--- src/rtl/spike_serializer.sv ---
// Word-to-bit serializer driving a four-phase return-to-zero req/ack channel.
// The returned ack is synchronised locally and a watchdog traps stalled handshakes.
module spike_serializer #(
    parameter int DATA_BITS      = 4,
    parameter int SETUP_CYCLES   = 1,
    parameter int SYNC_STAGES    = 2,
    parameter int MSB_FIRST      = 1,
    parameter int TIMEOUT_CYCLES = 255
) (
    input  logic                 clk,
    input  logic                 rst,
    input  logic [DATA_BITS-1:0] word_in,
    input  logic                 word_valid,
    output logic                 word_ready,
    output logic                 data_out,
    output logic                 req_out,
    input  logic                 ack_out,
    input  logic                 err_clr,
    output logic                 busy,
    output logic                 timeout_err
);

    localparam int BC_W = $clog2(DATA_BITS + 1);
    localparam int SC_W = (SETUP_CYCLES < 2) ? 1 : $clog2(SETUP_CYCLES);
    localparam int WD_W = (TIMEOUT_CYCLES < 2) ? 1 : $clog2(TIMEOUT_CYCLES + 1);

    typedef enum logic [2:0] {
        IDLE,
        SETUP,
        REQ_HI,
        REQ_LO,
        FAULT
    } state_t;

    state_t               state_reg, state_next;
    logic [DATA_BITS-1:0] shreg_reg, shreg_next;
    logic [BC_W-1:0]      bit_cnt_reg, bit_cnt_next;
    logic [SC_W-1:0]      setup_cnt_reg, setup_cnt_next;
    logic [WD_W-1:0]      wd_reg, wd_next;
    logic                 data_reg, data_next;
    logic                 req_reg, req_next;
    logic                 ready_reg, ready_next;
    logic                 busy_reg, busy_next;
    logic                 err_reg, err_next;
    logic [SYNC_STAGES-1:0] sync_reg;

    logic                 ack_s;
    logic                 first_bit;
    logic                 next_bit;
    logic [DATA_BITS-1:0] shifted;
    logic [WD_W-1:0]      wd_inc;
    logic                 wd_expired;
    logic                 fault_now;

    assign ack_s = sync_reg[SYNC_STAGES-1];

    // Bit order only changes which end of the shift register feeds data_out.
    if (MSB_FIRST != 0) begin : g_msb_first
        assign first_bit = word_in[DATA_BITS-1];
        assign shifted   = shreg_reg << 1;
        assign next_bit  = shifted[DATA_BITS-1];
    end else begin : g_lsb_first
        assign first_bit = word_in[0];
        assign shifted   = shreg_reg >> 1;
        assign next_bit  = shifted[0];
    end

    always_ff @(posedge clk) begin
        if (rst) begin
            sync_reg <= '0;
        end else begin
            sync_reg <= {sync_reg[SYNC_STAGES-2:0], ack_out};
        end
    end

    always_ff @(posedge clk) begin
        if (rst) begin
            state_reg     <= IDLE;
            shreg_reg     <= '0;
            bit_cnt_reg   <= '0;
            setup_cnt_reg <= '0;
            wd_reg        <= '0;
            data_reg      <= 1'b0;
            req_reg       <= 1'b0;
            ready_reg     <= 1'b0;
            busy_reg      <= 1'b0;
            err_reg       <= 1'b0;
        end else begin
            state_reg     <= state_next;
            shreg_reg     <= shreg_next;
            bit_cnt_reg   <= bit_cnt_next;
            setup_cnt_reg <= setup_cnt_next;
            wd_reg        <= wd_next;
            data_reg      <= data_next;
            req_reg       <= req_next;
            ready_reg     <= ready_next;
            busy_reg      <= busy_next;
            err_reg       <= err_next;
        end
    end

    always_comb begin
        state_next     = state_reg;
        shreg_next     = shreg_reg;
        bit_cnt_next   = bit_cnt_reg;
        setup_cnt_next = setup_cnt_reg;
        wd_next        = wd_reg;
        data_next      = data_reg;
        req_next       = req_reg;
        err_next       = err_reg;
        fault_now      = 1'b0;
        wd_inc         = wd_reg + 1'b1;
        wd_expired     = (TIMEOUT_CYCLES != 0) && (wd_inc == WD_W'(TIMEOUT_CYCLES));

        case (state_reg)
            IDLE: begin
                req_next  = 1'b0;
                data_next = 1'b0;
                if (word_valid && ready_reg) begin
                    shreg_next     = word_in;
                    bit_cnt_next   = BC_W'(DATA_BITS);
                    setup_cnt_next = '0;
                    data_next      = first_bit;
                    state_next     = SETUP;
                end
            end
            SETUP: begin
                if (setup_cnt_reg == SC_W'(SETUP_CYCLES - 1)) begin
                    req_next   = 1'b1;
                    wd_next    = '0;
                    state_next = REQ_HI;
                end else begin
                    setup_cnt_next = setup_cnt_reg + 1'b1;
                end
            end
            REQ_HI: begin
                if (ack_s) begin
                    req_next   = 1'b0;
                    wd_next    = '0;
                    state_next = REQ_LO;
                end else if (wd_expired) begin
                    fault_now = 1'b1;
                end else begin
                    wd_next = wd_inc;
                end
            end
            REQ_LO: begin
                if (!ack_s) begin
                    bit_cnt_next = bit_cnt_reg - 1'b1;
                    if (bit_cnt_reg == BC_W'(1)) begin
                        data_next  = 1'b0;
                        state_next = IDLE;
                    end else begin
                        // Safe to move data here: both req and synchronised ack are low.
                        shreg_next     = shifted;
                        data_next      = next_bit;
                        setup_cnt_next = '0;
                        state_next     = SETUP;
                    end
                end else if (wd_expired) begin
                    fault_now = 1'b1;
                end else begin
                    wd_next = wd_inc;
                end
            end
            FAULT: begin
                if (err_clr) begin
                    err_next   = 1'b0;
                    state_next = IDLE;
                end
            end
            default: begin
                state_next = IDLE;
            end
        endcase

        // A stalled handshake abandons the word and parks until err_clr.
        if (fault_now) begin
            state_next   = FAULT;
            req_next     = 1'b0;
            data_next    = 1'b0;
            err_next     = 1'b1;
            shreg_next   = '0;
            bit_cnt_next = '0;
        end

        ready_next = (state_next == IDLE);
        busy_next  = (state_next != IDLE);
    end

    assign word_ready  = ready_reg;
    assign data_out    = data_reg;
    assign req_out     = req_reg;
    assign busy        = busy_reg;
    assign timeout_err = err_reg;

endmodule

--- config.mk ---
export PLATFORM = sky130hd
export DESIGN_NAME = spike_serializer
export DESIGN_NICKNAME = d
export VERILOG_FILES = /design/src/rtl/spike_serializer.sv
export SDC_FILE = /design/constraint.sdc
export NUM_CORES = 1
export LEC_CHECK = 0
export ABC_AREA = 1
export CORE_UTILIZATION = 49
export CTS_CLUSTER_DIAMETER = 50
export DETAILED_ROUTE_END_ITERATION = 8
export PLACE_DENSITY = 0.7
export RECOVER_POWER = 50
export SYNTH_ARGS = -nofsm -noshare
export SYNTH_HDL_FRONTEND = slang
export SYNTH_SLANG_ARGS = --single-unit
export TNS_END_PERCENT = 1
--- constraint.sdc ---
create_clock -name clk -period 1.96 [get_ports clk]
set_input_delay 0.294 -clock clk [delete_from_list [all_inputs] [get_ports clk]]
set_output_delay 0.294 -clock clk [all_outputs]
set_load 0.02 [all_outputs]
==> metrics <==
switching share of power=27.7%; Placement Cell Area=1390 um^2; critical path class=flip-flop to flip-flop; relative slew slack=51.4%; Antenna Cells=0; Post-synth EDFFs=0; drt first-iter violations=43; critical path startpoint category=flip-flop; initial antenna violation count=0; GRT Overall Usage=21.4%; RSZ-0062 raised after global routing=false; clock power share=32.1%; Area contributors post-synth=dfxtp_1 (39%), nand2_1 (16%), inv_1 (8.0%), nor2_1 (6.1%), a21oi_1 (5.7%); Syn. warnings=0; Top Ports=14; Total Power=0.00113 W; DR vias/cell=5.04; sequential power share=50.1%; most numerous cell in the Yosys netlist=nand2_1; Post-Place Cells=221; maximum vdd drop=0.618 mV; synthesized flop and latch total=24; hold path start=sync_reg[0]; max FFs per register=8; top-area cell type share of the netlist area=39.1%; Wirelength per Cell=11.2 um; CTS buffer count=3; Tightest Hold Check Type=flip-flop to flip-flop; Tightest Pin Transition=725 ps; first-pass GRT wire length=4.40 mm; combinational share of power=17.8%; Synth top cells by count=nand2_1 (51), inv_1 (26), dfxtp_1 (24), nor2_1 (20), a21oi_1 (14); Die Span X=52.1 um; RR Endpoint=shreg_reg[1]; postcts setup bufs=0; WHS Path Cells=2; Initial Util=53.9%; final hold violation count=0; Num Clock Sinks=24; ys async rst share=0%; GRT Residual Overflow=0; fin area=1440 um^2; Post-Syn Instances=180; Slew Viols, Final=0; worst reg2reg path depth=8; routability cong.=0.904; Longest Clk Path Bufs=2; worst endpoint required time=2180 ps; R2R Setup Slk=250 ps; Syn Nets=193; Final nets=211; TNS Setup=0 ps; DR pass1 iterations=4; post-DP HPWL=1.91 mm; Synth-to-Final Area Change=17.2%; largest net degree at the start of global routing=15; die area=2710 um^2; post-cts resize count=0; Place WS=268 ps; final setup vio count=0; routed vias=1135; static leakage power=0.621 nW; post-synthesis area per instance=6.82 um^2; clock tree root buffer cell=clkbuf_4; vias in the first global route=1064; Clk Latency, worst-skew pair=320 ps; Fmax=583 MHz; Max FO, Critical Path=10; I/O Buffers=13; post-route setup slack=245 ps; CP endpoint kind=flip-flop; Psw=0.000311 W; Main synth FF type=dfxtp_1; H-Tree Depth=1; Post-DRT Antenna Nets=0; r2r startpoint=wd_reg[0]; fin crit share=87.5%; Worst Clk Skew=7.50 ps; drt drc=0; Core ar.=2280 um^2; status=complete, no violations; total wire length=2.52 mm; cell-internal power=0.000815 W; count of maximum capacitance violations=0; FILL cells=204; std cell rows=17; Arr. time, crit path=1930 ps; die height=52.1 um; Worst-path clk slew=140 ps; unique cell type count in the Yosys netlist=21; hold buffers post-CTS=0; TritonCTS clock tree=built; final period demand of the worst path=1710 ps; synthesized cell area=1230 um^2; Pwr Density=783 nW/um^2; Synth area leader=dfxtp_1; register area share after synthesis=39.1%; proportion of layout cells with a drive suffix above 1=8.63%; final non-filler cell total=225; Hold EP=sync_reg[1]
power groups by stage:
stage	clock network (W)	registers [W]	logic (W)
final	0.000362	0.000564	0.000201
after global routing	0.000382	0.000569	0.000235
after CTS	0.000369	0.000563	0.000206
after detailed placement	0	0.000574	0.000205
after global placement	0	0.000571	0.000201
after floorplan	0	0.000574	0.000137
kinds of logic after synthesis:
family / after synthesis / synth area share, %
and+or+nand+nor: 97 / 36.7
buffers and inverters: 28 / 8.56
AOI/OAI and AO/OA: 27 / 11.5
DFF: 24 / 39.1
adders and majority gates: 4 / 4.08
final cells by class:
cell class	count	area (um^2)	area share [%]
clock buffers	3	22.5	1.57
repair buffers	13	130	9.04
well taps	28	35.0	2.43
clock inverters	1	30.0	2.09
flip-flops and latches	24	480	33.4
inverters	28	105	7.30
multi-input cells	128	636	44.2
critical path: stages, from the launching register on:
cell,delay (ps)
dfxtp_1,430
ha_1,240
nand3_1,150
o21ai_1,150
nand2_1,80
nor2_1,170
nand3_2,130
nand2_2,210
a21oi_1,60
per-layer routing:
layer  track usage, %  vias up  part of all wire (%)
met4             5.41        0                  0.83
met5                0        -                     0
met1             28.3      505                    48
met2             36.5       25                    48
met3             2.63        2                   3.4
li1                 -      603                     -
cells in the final DEF, fill, tap and decap left out, drive strengths merged:
master | Yosys | routed
dfxtp | 24 | 24
nand2 | 55 | 55
ha | 4 | 4
a22oi | 1 | 1
clkbuf | 0 | 3
or2 | 1 | 1
nor3 | 1 | 1
clkdlybuf4s50 | 0 | 7
nand4 | 4 | 4
bufinv | 0 | 1
nand3 | 13 | 13
dlygate4sd3 | 0 | 6
nor2 | 23 | 23
a32oi | 1 | 1
o21ai | 11 | 11
inv | 28 | 28
a21oi | 14 | 14
metrics by stage:
stage               hold slack [ps]  utilization, %
finish                          436            63.2
global route                    477            63.2
CTS                             448            63.5
detailed placement              413            61.2
global placement                397            61.2
floorplan                       363               -
worst max-delay path by stage:
stage	depth (start not counted)	slack, ps	start	end
detailed placement	8	270	word_valid	shreg_reg[0]
finish	8	250	wd_reg[0]	shreg_reg[1]
CTS	8	250	wd_reg[0]	shreg_reg[1]
global route	8	40	wd_reg[1]	data_out
global placement	8	290	word_valid	shreg_reg[0]
floorplan	10	490	wd_reg[0]	wd_reg[0]
No activity file was read; power rests on OpenSTA's default activity.
